**src/rtl/hazard_fwd_ctrl.sv**
```systemverilog
// hazard_fwd_ctrl: hazard and forwarding controller for the five-stage MIPS core.
// It keeps its own shadow copy of the EX/MEM/WB stages and advances that copy
// with its own stall and flush decisions. The datapath therefore only supplies
// the decode-stage fields.
//
// Optional feature: define HAZARD_FWD_BRANCH_EN to enable ID-stage branch
// operand forwarding and the branch stall. When it is undefined, fwd_a_d and
// fwd_b_d are tied to 0 and id_branch is ignored.
//
// Ports
//   clk, rst                 rising-edge clock, synchronous active-high reset
//   id_valid                 ID stage holds a real instruction
//   id_rs/id_rt/id_dst       ID register fields (5 bits each)
//   id_regwrite/id_memtoreg  ID instruction writes the RF / is a load
//   id_div/id_branch         ID instruction is a divide / an ID-compared branch
//   fwd_a_e/fwd_b_e          EX operand mux3 selects (00 RF, 01 WB, 10 MEM)
//   fwd_a_d/fwd_b_d          forward MEM ALU result to ID branch compare
//   stall_f/stall_d/stall_e  hold PC, IF/ID, ID/EX
//   flush_e                  load a bubble into ID/EX
//   div_busy                 divide occupies EX with a nonzero counter
module hazard_fwd_ctrl #(
  parameter int unsigned DIV_CYCLES = 32
) (
  input  logic       clk,
  input  logic       rst,
  input  logic       id_valid,
  input  logic [4:0] id_rs,
  input  logic [4:0] id_rt,
  input  logic [4:0] id_dst,
  input  logic       id_regwrite,
  input  logic       id_memtoreg,
  input  logic       id_div,
  input  logic       id_branch,
  output logic [1:0] fwd_a_e,
  output logic [1:0] fwd_b_e,
  output logic       fwd_a_d,
  output logic       fwd_b_d,
  output logic       stall_f,
  output logic       stall_d,
  output logic       stall_e,
  output logic       flush_e,
  output logic       div_busy
);

  localparam int unsigned REG_W = 5;
  localparam int unsigned CNT_W = 6;

  typedef struct packed {
    logic             valid;
    logic [REG_W-1:0] rs;
    logic [REG_W-1:0] rt;
    logic [REG_W-1:0] dst;
    logic             regwrite;
    logic             memtoreg;
    logic             div;
  } slot_t;

  slot_t            r_ex;
  slot_t            r_mem;
  slot_t            r_wb;
  slot_t            w_id;
  logic [CNT_W-1:0] r_div_cnt;
  logic             w_div_busy;
  logic             w_load_use;
  logic             w_branch_haz;
  logic             w_hazard;
  logic             w_unused_bits;

  // A slot that will write register r (register 0 never counts).
  function automatic logic slot_writes(input slot_t s, input logic [REG_W-1:0] r);
    return s.valid && s.regwrite && (s.dst != '0) && (s.dst == r);
  endfunction

  // EX operand source: MEM has priority over WB.
  function automatic logic [1:0] fwd_sel(input slot_t mem, input slot_t wb,
                                         input logic [REG_W-1:0] r);
    if (slot_writes(mem, r))     return 2'b10;
    else if (slot_writes(wb, r)) return 2'b01;
    else                         return 2'b00;
  endfunction

  assign w_id = '{valid: id_valid, rs: id_rs, rt: id_rt, dst: id_dst,
                  regwrite: id_regwrite, memtoreg: id_memtoreg, div: id_div};

  // Slot fields that only some build options consume.
  assign w_unused_bits = ^{r_ex, r_mem, r_wb, id_branch};

  // Hazard detection, stall/flush and forwarding selects.
  always_comb begin
    w_div_busy   = 1'b0;
    w_load_use   = 1'b0;
    w_branch_haz = 1'b0;
    w_hazard     = 1'b0;
    fwd_a_e      = 2'b00;
    fwd_b_e      = 2'b00;
    fwd_a_d      = 1'b0;
    fwd_b_d      = 1'b0;

    w_div_busy = r_ex.valid && r_ex.div && (r_div_cnt != '0);
    w_load_use = id_valid && r_ex.valid && r_ex.memtoreg && (r_ex.dst != '0) &&
                 ((r_ex.dst == id_rs) || (r_ex.dst == id_rt));

`ifdef HAZARD_FWD_BRANCH_EN
    fwd_a_d = slot_writes(r_mem, id_rs);
    fwd_b_d = slot_writes(r_mem, id_rt);
    // Branch compares in ID: an EX writer is too late to forward, and so is a MEM load.
    w_branch_haz = id_branch &&
                   (slot_writes(r_ex, id_rs) || slot_writes(r_ex, id_rt) ||
                    (r_mem.memtoreg && (slot_writes(r_mem, id_rs) ||
                                        slot_writes(r_mem, id_rt))));
`endif

    // The divide stall masks every other hazard until it releases.
    w_hazard = (w_load_use || w_branch_haz) && !w_div_busy;

    if (r_ex.valid) begin
      fwd_a_e = fwd_sel(r_mem, r_wb, r_ex.rs);
      fwd_b_e = fwd_sel(r_mem, r_wb, r_ex.rt);
    end
  end

  assign stall_e  = w_div_busy;
  assign flush_e  = w_hazard;
  assign stall_f  = w_div_busy || w_hazard;
  assign stall_d  = w_div_busy || w_hazard;
  assign div_busy = w_div_busy;

  // Shadow pipeline and divide counter, advanced by this block's own stall decisions.
  always_ff @(posedge clk) begin
    if (rst) begin
      r_ex      <= '0;
      r_mem     <= '0;
      r_wb      <= '0;
      r_div_cnt <= '0;
    end else begin
      r_wb <= r_mem;
      if (w_div_busy) begin
        r_mem     <= '0;
        r_div_cnt <= r_div_cnt - CNT_W'(1);
      end else if (w_hazard) begin
        r_ex  <= '0;
        r_mem <= r_ex;
      end else begin
        r_ex  <= w_id;
        r_mem <= r_ex;
        if (id_valid && id_div) begin
          r_div_cnt <= CNT_W'(DIV_CYCLES - 1);
        end
      end
    end
  end

endmodule

```
**config.mk**
```make
export PLATFORM = sky130hd
export DESIGN_NAME = hazard_fwd_ctrl
export DESIGN_NICKNAME = d
export VERILOG_FILES = /design/src/rtl/hazard_fwd_ctrl.sv
export SDC_FILE = /design/constraint.sdc
export NUM_CORES = 1
export LEC_CHECK = 0
export BUFFER_PORTS_ARGS = -buffer_cell sky130_fd_sc_hd__buf_4
export CORE_ASPECT_RATIO = 0.7
export CORE_MARGIN = 2
export CORE_UTILIZATION = 59
export DETAILED_ROUTE_END_ITERATION = 16
export PLACE_DENSITY = 0.94
export SLEW_MARGIN = 30
export SYNTH_ARGS = -nofsm -noshare
export SYNTH_HDL_FRONTEND = slang
export SYNTH_SLANG_ARGS = --single-unit
```
**constraint.sdc**
```tcl
create_clock -name clk -period 2.95 [get_ports clk]
set_input_delay 0.295 -clock clk [delete_from_list [all_inputs] [get_ports clk]]
set_output_delay 0.295 -clock clk [all_outputs]
set_load 0.02 [all_outputs]
```
# Yosys cells after proc, flatten, opt, wreduce, memory -nomap -nowiden
# Index checks and enable logic that the tools add are counted.
# op_classes
n_addsub	1
eq_ne	7
mux	10
n_reduce_logical	26
# op_table
op	n
$eq A5 B5 Y1	6
$mux W19	1
$mux W6	3
$logic_and A1 B1 Y1	16
$reduce_bool A5 Y1	3
$mux W2	4
$reduce_bool A6 Y1	1
$sub A6 B1 Y6 const B	1
$logic_or A1 B1 Y1	2
$mux W1	2
$ne A2 B2 Y1 const B	1
$reduce_and A2 Y1	1
$reduce_bool A2 Y1	1
$reduce_or A2 Y1	1
$logic_not A1 Y1	1
# totals
regBits	39
input_bits	22
output_inout_bits	11
word_cells	58

# Depth between registers and ports, before layout
# Gate-level depths: netlist of the first run.
# logic_depth
depth_word	7
ltp_mapped	8
mapped_depth_nobuf	7

# Worst setup path before layout of the first run
# Ideal clock, no wire load.
# synth_path
path_kind	register to output
startpoint	reg r_ex[5] in the netlist's numbering
endpoint	out stall_f
arrival_ns	1.860
t_required_ns	2.655
setup_slack_ns	0.795
stages_incl_launch_ff	7
path_buffers	2
cell_sequence	dfxtp_1 -> xor2_1 -> nor3_1 -> a22oi_4 -> buf_4 -> o21ai_0 -> buf_4
# synth_between
elab_chain_cells	5
word_cells_on_any_way	8
cone_classes	eq/ne: 2; reduce/logical: 6
# synth_lines
element	line_no	source
start, declared	58	slot_t r_ex;
start signal, assigned	144	r_ex <= w_id;
$eq A5 B5 Y1 / $reduce_bool A5 Y1 (equally long branches)	101, 100	
$logic_or A1 B1 Y1 / $logic_and A1 B1 Y1 (equally long branches)	101, 100	
$logic_and A1 B1 Y1 *	100	w_load_use = id_valid && r_ex.valid && r_ex.memtoreg && (r_ex.dst != '0) &&
$logic_and A1 B1 Y1 *	114	w_hazard = (w_load_use || w_branch_haz) && !w_div_busy;
$logic_or A1 B1 Y1 *	-	
end, declared	38	output logic stall_f,
# Every way passes the cells marked *; elsewhere a longest branch is shown, timed or not.

# Worst setup path in the final report of the first run
# layout_path
startpoint	reg r_div_cnt[2]
endpoint	out flush_e
# layout_between
elab_chain_cells	4
# layout_lines
element	line_no	source
start, declared	62	logic [CNT_W-1:0] r_div_cnt;
start signal, assigned	139	r_div_cnt <= r_div_cnt - CNT_W'(1);
start signal, assigned	147	r_div_cnt <= CNT_W'(DIV_CYCLES - 1);
$reduce_bool A6 Y1	99	w_div_busy = r_ex.valid && r_ex.div && (r_div_cnt != '0);
$logic_and A1 B1 Y1	99	
$logic_not A1 Y1	114	
$logic_and A1 B1 Y1	114	
end, declared	41	output logic flush_e,
# Every way passes these cells.

==> results by stage, run 1 <==
Outcome:
- The flow ran to the end, and the final reports show no timing, DRC or antenna violations.

Yosys:
- The sequential element share of the synthesized area is 0.4008.
- The cell area that synthesis handed to floorplanning was a little under 2000 um^2.
- The count of unique library cells instantiated by Yosys is 36.
- After synthesis the netlist holds a flip-flop and latch count of 39.
- Among all flip-flop cells after synthesis, the most frequent one is dfxtp_1.
- After technology mapping, the gate count stands at between 200 and 250.
- The async set or reset register ratio after synthesis is 0.
- Of the total synthesized cell area, the portion taken by AND, OR, NAND and NOR gates is 0.1824.
- The complex-gate fraction of the synthesized area is 0.1882.
- The count of flip-flops with a built-in enable after synthesis is 0.
- Each instance of the synthesized netlist takes up on average between 8 and 9 um^2.
- Of the total synthesized cell area, the portion taken by XOR and XNOR cells is 0.1484.
- The adder-cell share of the synthesized area is 0.01285.
- The largest family of logic cells by synthesized area is compound AO/OA/AOI/OAI gates.
- The portion of synthesized area spent on multiplexers is 0.
- Yosys printed 0 warnings.

Timing:
- In the finished design, the share of the clock period the worst path needs comes to 0.8112.
- The final hold violation count is 0.
- The worst path meets setup with around 0.56 ns of slack.
- For the pin with the worst max-slew slack, the measured transition is between 0.5 and 0.6 ns.
- Setup repair after global routing left no endpoint under its margin.
- Setup violations remaining at the end of the flow were counted as 0.
- The clock tree skew after final layout is approximately 0.005 ns.
- The summed negative setup slack over all endpoints is 0 ns.
- The total count of max-transition violations in the final report is 0.
- The fmax is around 420 MHz.
- For the finished layout, the period the worst path requires is approximately 2.4 ns.
- The worst pin sits at a relative slew slack of 0.6144.

Hold path:
- The worst hold path startpoint is id_dst[0].
- The hold path depth is 3.
- The path type of the worst min-delay path is input port to flip-flop.
- For hold timing, the worst endpoint is r_ex[3].

Placement:
- The total of buffers placed on input and output ports is 29.
- The detailed placement HPWL is roughly 3000 um.
- Before CTS, the worst setup slack after placement is 0.7617 ns.
- The global placer's final weighted congestion is between 0.9 and 1.
- The number of cells after detailed placement is between 200 and 300.

GRT:
- Across every metal layer, demand over resource in global routing totals 0.2500.
- The first-pass GRT wire length is 6996 um.
- The via count of the first global-routing pass is 1471.
- The met2 routing resource usage after global routing is 0.3667.
- For this run the aggregate overflow at the end of global routing stands at 0.
- The routing usage on met3 is 0.07946.
- The global routing stage identified its most utilized layer as met2.
- The initial antenna violation count is 0.
- The maximum number of pins on one net before global-route repair is 40.
- For this run, global-route usage on met1 was measured as 0.3491.

Layout:
- The library cell used most frequently in the layout, excluding fill and tap cells, is dfxtp_1.
- The fraction of the core area covered by cells at the end of the flow is 0.7238.
- The area added between synthesis and finish is 16.96%.
- For this run, the post-layout net count is approximately 270.
- The top cell types in the final layout, fill and taps aside, are dfxtp_1, buf_4, xor2_1, nand2_1, a21oi_1.
- 0 antenna diodes ended up in the layout.
- The final-layout fill cell count is 234.
- Of the cells placed in the final design, the portion with a size suffix greater than 1 is 0.1959.
- After the flow finishes, the layout carries non-filler instances totaling around 280.

Floorplanning:
- For this design the top-level I/O count stands at 33.
- Measured along the y axis, the die boundary spans approximately 52 um.
- The die is 72.68 um wide.
- The die covers between 3000 and 4000 um^2.
- The region available for standard cell placement spans 3148 um^2.
- The number of placement rows is 17.
- The starting utilization of the core area is 0.6188.

Clock network:
- In this run the number of H-tree levels came out at 2.
- The post-cts hold buffer count is 0.
- The clock tree from TritonCTS is yes.
- Clock tree synthesis found a total of 39 sinks.
- The number of buffers between clock root and the deepest sink is 2.
- Buffers added to address setup during post-CTS repair amount to 0.
- The clock latency on the worst-skew pair is 0.30 ns.
- Post-CTS repair changed the size of 0 cells.
- After clock tree synthesis, the clock-pin slew on the worst setup and hold paths is about 0.080 ns.
- The cell sitting at the root of the clock tree is a clkbuf_8.
- TritonCTS created 5 clock buffers.

Routing:
- The detail-routed via count per cell is roughly 5.7.
- The routed wire length is ~4300 um.
- In the routed design, unresolved DRC markers number 0.
- After the first detailed-routing iteration, the DRC count stood at 57.
- The number of detailed-route iterations in the first pass is 4.
- The count of nets left with antenna violations once routing finished came out at 0.
- The routed length per placed instance is about 15 um.
- The via count of the routed design is 1623.

Power:
- The share of total power dissipated in the clock network is 0.408.
- The total internal power is between 0.9 and 1 mW.
- The standby leakage power is about 0.95 nW.
- Of the total power, the share spent switching nets is 0.2480.
- The net switching power figure is around 0.32 mW.
- The sum of internal, switching and leakage power is 1.300 mW.
- The share of total power dissipated in sequential elements is 0.455.
- Dividing total power by cell area gives a power density of around 570 nW/um^2.
- The fraction of power consumed by combinational cells is 0.137.
- The highest ir drop seen on vdd is between 0.0004 and 0.0005 V.

Critical path:
- The capture instance of the worst register-to-register path is r_div_cnt[2].
- The endpoint kind of the worst setup timing path is a primary output.
- Counting cells, the worst reg-to-reg path comes to 8.
- Data on the critical path is required at its endpoint by between 2 and 3 ns.
- The largest driver fanout on the critical path is 25.
- The startpoint identified for the worst register-to-register timing path is r_div_cnt[0].
- The worst setup path is launched from a flip-flop.
- The data arrival at the endpoint of the critical path is 2.10 ns.
- The type of the setup path with the least slack is flip-flop to primary output.
- The setup slack of the most critical reg-to-reg path is roughly 0.7 ns.

Run:
- The count of max-cap constraint violations is 0.
## layout make-up
class	instances	area (um^2)	share of cell area
inverter	9	33.78	0.01483
multi-input combinational	157	1044	0.4580
sequential	39	780.7	0.3427
timing repair buffer	32	240.2	0.1054
clock inverter	2	60.06	0.02636
clock buffer	6	72.57	0.03185
tap	38	47.55	0.02087
## sequential cells by signal (all words and copies together), names as in the netlist
| register | cells |
|---|---|
| r_ex | 19 |
| r_div_cnt | 6 |
| r_mem | 7 |
| r_wb | 7 |
## cell usage after synthesis, types with 2 or more instances
cell	instances	area, um^2
inv_1	8	30.03
nand2_1	21	78.83
nor2_1	11	41.29
xor2_1	23	201.4
o211ai_1	17	127.6
a21oi_1	20	100.1
and2_1	2	12.51
ha_1	2	25.02
buf_4	6	45.04
clkbuf_1	5	18.77
o2111ai_1	2	17.52
o21ai_0	2	10.01
nand3_1	3	15.01
a221oi_2	2	30.03
a211oi_1	3	22.52
buf_2	6	30.03
xnor2_1	10	87.58
nor3_1	12	60.06
o211ai_2	2	25.02
nor2b_1	7	43.79
nor4_1	2	12.51
or4_1	3	22.52
dfxtp_1	39	780.8
## worst max path at each step
stage,start,to,slack (ns),cells after the start
finish,r_div_cnt[2],flush_e,0.56,6
global route,r_div_cnt[0],flush_e,0.38,7
CTS,r_div_cnt[0],flush_e,0.58,7
detailed placement,r_div_cnt[0],r_div_cnt[2],0.76,8
global placement,r_div_cnt[0],r_div_cnt[4],0.86,8
floorplan,r_ex[5],stall_f,0.80,6
## cells by family (layout without fill, tap and decap cells)
group / after synthesis / count (layout)
flip-flops: 39 / 39
adder cells (fa/ha/maj): 2 / 2
AND/OR/NAND/NOR: 69 / 69
other: 1 / 2
XOR/XNOR: 33 / 33
AO/OA/AOI/OAI: 51 / 51
buffers and inverters: 26 / 49
## power by group through the flow
stage	clock network [mW]	logic (mW)	registers (mW)
floorplan	0	0.132	0.594
global placement	0	0.167	0.601
detailed placement	0	0.175	0.603
CTS	0.534	0.177	0.591
global route	0.554	0.196	0.595
finish	0.530	0.178	0.592
## worst max-delay path, cell delays in order (launching register included)
cell and delay [ns]:
dfxtp_1 0.36, nor3_1 0.31, nand3b_1 0.15, nand3_2 0.39
inv_2 0.16, nor3_1 0.25, buf_4 0.18
## routing by layer
metal  up-vias  part of all wire
li1        807                 -
met1       758              0.47
met2        48              0.45
met3        10             0.055
met4         0             0.020
met5         -                 0
## metrics by stage
step | hold slack (ns) | cell area (um^2)
floorplan | 0.4165 | 1952
global placement | 0.4412 | 2146
detailed placement | 0.4509 | 2146
CTS | 0.2909 | 2278
global route | 0.3005 | 2278
finish | 0.2991 | 2278
Note: power is estimated with default switching activity, not from simulation.
==> run 2: changes to the inputs <==
CORE_UTILIZATION = 50   (was 59)
PLACE_DENSITY = 0.86   (was 0.94)
clock period = 2 ns   (was 2.95 ns; I/O delays follow)
==> run 2 against run 1 <==
  * The run now ends with setup timing left
  * Clock skew decreased by 0.0020 ns
  * Die area increased by 17%
  * Design area increased by 7.8%
  * Sequential power increased by 48%
  * Via count increased by 3.1%
  * Register-to-register slack got worse by 0.51 ns
  * Sequential cell count unchanged
  * Core utilization decreased by 4.6 points
  * Non-clock buffer count increased by 15
  * Count of clock-buffer cells in the layout unchanged
  * Highest routed layer unchanged
==> results by stage, run 2 (synthesis results as in run 1) <==
Clock network:
- The post-cts hold buffer count is 0 (unchanged).
- The number of buffers between clock root and the deepest sink was 2 (unchanged).
- The clock latency on the worst-skew pair came to 0.29 ns (about the same).
- The clock net sink count is 39 (unchanged).
- The number of buffers added by the clock tree synthesis step is 5 (unchanged).
- The maximum level of the CTS H-tree is 2 (unchanged).
- The tree is rooted in a clkbuf_8.
- The clock-pin slew of the registers on the worst-case setup and hold paths came to 0.08 ns (about the same).
- TritonCTS built the clock tree.

Routing:
- The via count of the routed design was 1674 (+3.1%).
- The detail-routed via count per cell is 5.400 (-5.8%).
- The number of detailed-route iterations in the first pass is 4 (unchanged).
- The remaining design rule violation count came to 0 (unchanged).
- The post-detailed-route count of antenna-violating nets came to 0 (unchanged).
- The routed wire length is 4836 um (+12%).
- The routed length per placed instance is 15.60 um (+2.6%).
- The initial DRC count is 111 (+95%).

Power:
- The net switching power figure is 0.5006 mW (+55%).
- The power density over the cells is 697.5 nW/um^2 (+22%).
- The switching part of the total is 0.2922 (+0.04427).
- The total internal power is 1.212 mW (+24%).
- The standby leakage power was 1.005 nW (+6.1%).
- The highest ir drop seen on vdd is 0.0004440 V (-0.85%).
- The fraction of power consumed by combinational cells was 0.184 (+0.047).
- The sequential group share of total power came to 0.511 (+0.056).
- The sum of internal, switching and leakage power is 1.713 mW (+32%).
- The clock group share of total power is 0.305 (-0.103).

Timing:
- After layout, the minimum clock period comes to about 2.1 ns.
- The total count of max-transition violations in the final report is 0 (unchanged).
- The final hold violation count came to 0 (unchanged).
- Setup repair after global routing could not meet its margin everywhere.
- The setup slack after layout is -0.07444 ns (-0.6315 ns).
- The summed negative setup slack over all endpoints is -0.1576 ns (-0.1576 ns).
- The clock tree skew after final layout is 0.002990 ns (-0.001984 ns).
- The worst hold slack across all endpoints is 0.1979 ns (-0.1012 ns).
- Static timing analysis puts the maximum clock frequency at between 400 and 500 MHz.
- The post-route clock period utilization is 1.037.
- The setup-violating endpoint count in the final report was 4 (+4).

Layout:
- The largest registers in the layout are r_ex (19), r_mem (7), r_wb (7).
- The leading cell type in the layout, fill and taps excluded is buf_4.
- The number of flip-flops under the largest register name is 19 (unchanged).
- The area added between synthesis and finish is 26.08%.
- The final standard cell count with taps included and fillers excluded is 310 (+9.5%).
- The library cells used most frequently in the layout, excluding fill and tap cells, are buf_4, dfxtp_1, xor2_1, nand2_1, a21oi_1.
- The number of antenna cells inserted came to 0 (unchanged).
- The fraction of layout instances using a drive strength above 1 came to 0.3038 (+0.1079).
- More flip-flops sit in one register than any other, and that register is r_ex.
- The summed area of non-filler cells in the final layout is 2456 um^2 (+7.8%).
- The fraction of the core area covered by cells at the end of the flow is 0.6774 (-0.04640).
- The total number of nets in the final design is 283 (+5.6%).

Outcome:
- The flow ran to the end, but the final reports show violations.
- The checks that failed: setup timing.

Critical path:
- The worst endpoint required time is 1.80 ns (-0.85 ns).
- The endpoint kind of the worst setup timing path is a primary output.
- The type of the setup path with the least slack is flip-flop to primary output.
- The depth of the most critical reg-to-reg path is 6 (-2).
- The most frequent cell on the critical path is buf_4.
- The worst register-to-register path ends at r_div_cnt[3].
- The data arrival at the endpoint of the critical path is 1.87 ns (-0.23 ns).
- The largest driver fanout on the critical path was 2 (-92%).
- The largest individual stage delay along the critical path comes from the cell or4_4.
- The setup slack of the most critical reg-to-reg path is 0.19 ns (-0.51 ns).
- The kind of start point of the critical path is a flip-flop.
- The origin of the critical flop-to-flop path is r_ex[3].
- The signal on the critical path passes through buf_4, xor2_1, or4_4, nor4_2, buf_4.
- The delay of the slowest cell on the worst path was 0.53 ns (+0.14 ns).

Floorplanning:
- The core footprint is 3626 um^2 (+15%).
- The starting utilization of the core area came to 0.5373 (-0.08157).
- The vertical die dimension is 56.23 um (+8.0%).
- The I/O pin count is 33 (unchanged).
- The number of placement rows is 18 (+1).
- The die extent in x is 78.61 um (+8.2%).
- The die area came to 4420 um^2 (+17%).

Hold path:
- The hold path depth came to 3 (unchanged).
- The path type of the worst min-delay path is input port to flip-flop.
- The worst hold path begins at id_dst[4].
- The endpoint of the worst hold-timing path is r_ex[7].

Placement:
- The global placer's final weighted congestion was 0.8671 (-4.3%).
- The detailed placement HPWL is 3255 um (+8.5%).
- The worst slack after detailed placement is 0.1968 ns (-0.5649 ns).
- The instance area at placement is 2198 um^2 (+2.4%).
- The number of cells after detailed placement is 292 (+6.2%).
- The total of buffers placed on input and output ports was 29 (unchanged).

GRT:
- The maximum number of pins on one net before global-route repair was 40 (unchanged).
- The initial antenna violation count is 0 (unchanged).
- The total track usage was 0.2243 (-0.02568).
- The total congestion overflow came to 0 (unchanged).
- The first-pass GRT wire length is 7645 um (+9.3%).
- The via count of the first global-routing pass is 1571 (+6.8%).

Run:
- The count of max-cap constraint violations is 0 (unchanged).
[run 2: changes by cell type in the layout (fill, tap and decap cells not counted), moves of 3 or more]
| cell | before | now |
|---|---|---|
| buf_4 | 32 | 44 |
| buf_6 | 0 | 3 |
| dfxtp_1 | 39 | 32 |
| dfxtp_2 | 0 | 7 |
| or4_1 | 3 | 0 |
| or4_4 | 0 | 3 |
[run 2: worst max-delay path by stage]
stage,from,to,slack (ns)
after floorplan,r_ex[5],stall_f,0.15
after global placement,r_mem[4],fwd_b_e[0],0.23
after detailed placement,r_mem[4],fwd_b_e[0],0.20
after CTS,r_wb[7],fwd_b_e[0],-0.07
after global routing,r_mem[4],fwd_a_e[0],-0.13
final,r_wb[5],fwd_b_e[0],-0.07
[run 2: what timing repair did]
| action | in CTS | in global routing |
|---|---|---|
| setup buffers | 5 | 5 |
| endpoints found under the setup margin | 2 | 7 |
| pin swaps | 4 | 5 |
| endpoints found under the hold margin | 0 | 0 |
| resized for setup | 15 | 8 |
[run 2: cell type report]
class	instances	area (um^2)
Clock buffer	6	72.57
Clock inverter	2	12.51
Fill cell	280	1170
Inverter	9	33.78
Multi-Input combinational cell	157	1121
Sequential cell	39	789.5
Tap cell	50	62.56
Timing Repair Buffer	47	364.1
[run 2: worst max-delay path, delay by kind of cell, from the launching register on]
| kind | cells | cell delay, ns |
|---|---|---|
| simple gates | 2 | 0.79 |
| flops | 1 | 0.33 |
| buf+inv | 2 | 0.30 |
| xor+xnor | 1 | 0.15 |
[run 2: power groups by stage]
| stage | clock, mW | sequential [mW] | combinational (mW) |
|---|---|---|---|
| after floorplan | 0 | 0.876 | 0.195 |
| after global placement | 0 | 0.886 | 0.260 |
| after detailed placement | 0 | 0.889 | 0.269 |
| after CTS | 0.528 | 0.872 | 0.291 |
| after global routing | 0.557 | 0.881 | 0.343 |
| final | 0.523 | 0.875 | 0.315 |
[run 2: routing by layer]
metal  GRT usage  wire, um  vias to the layer above
li1            -         -                      835
met1      0.3109      2297                      785
met2      0.3419      2216                       44
met3     0.05195       226                       10
met4     0.07769        95                        0
met5           0         0                        -
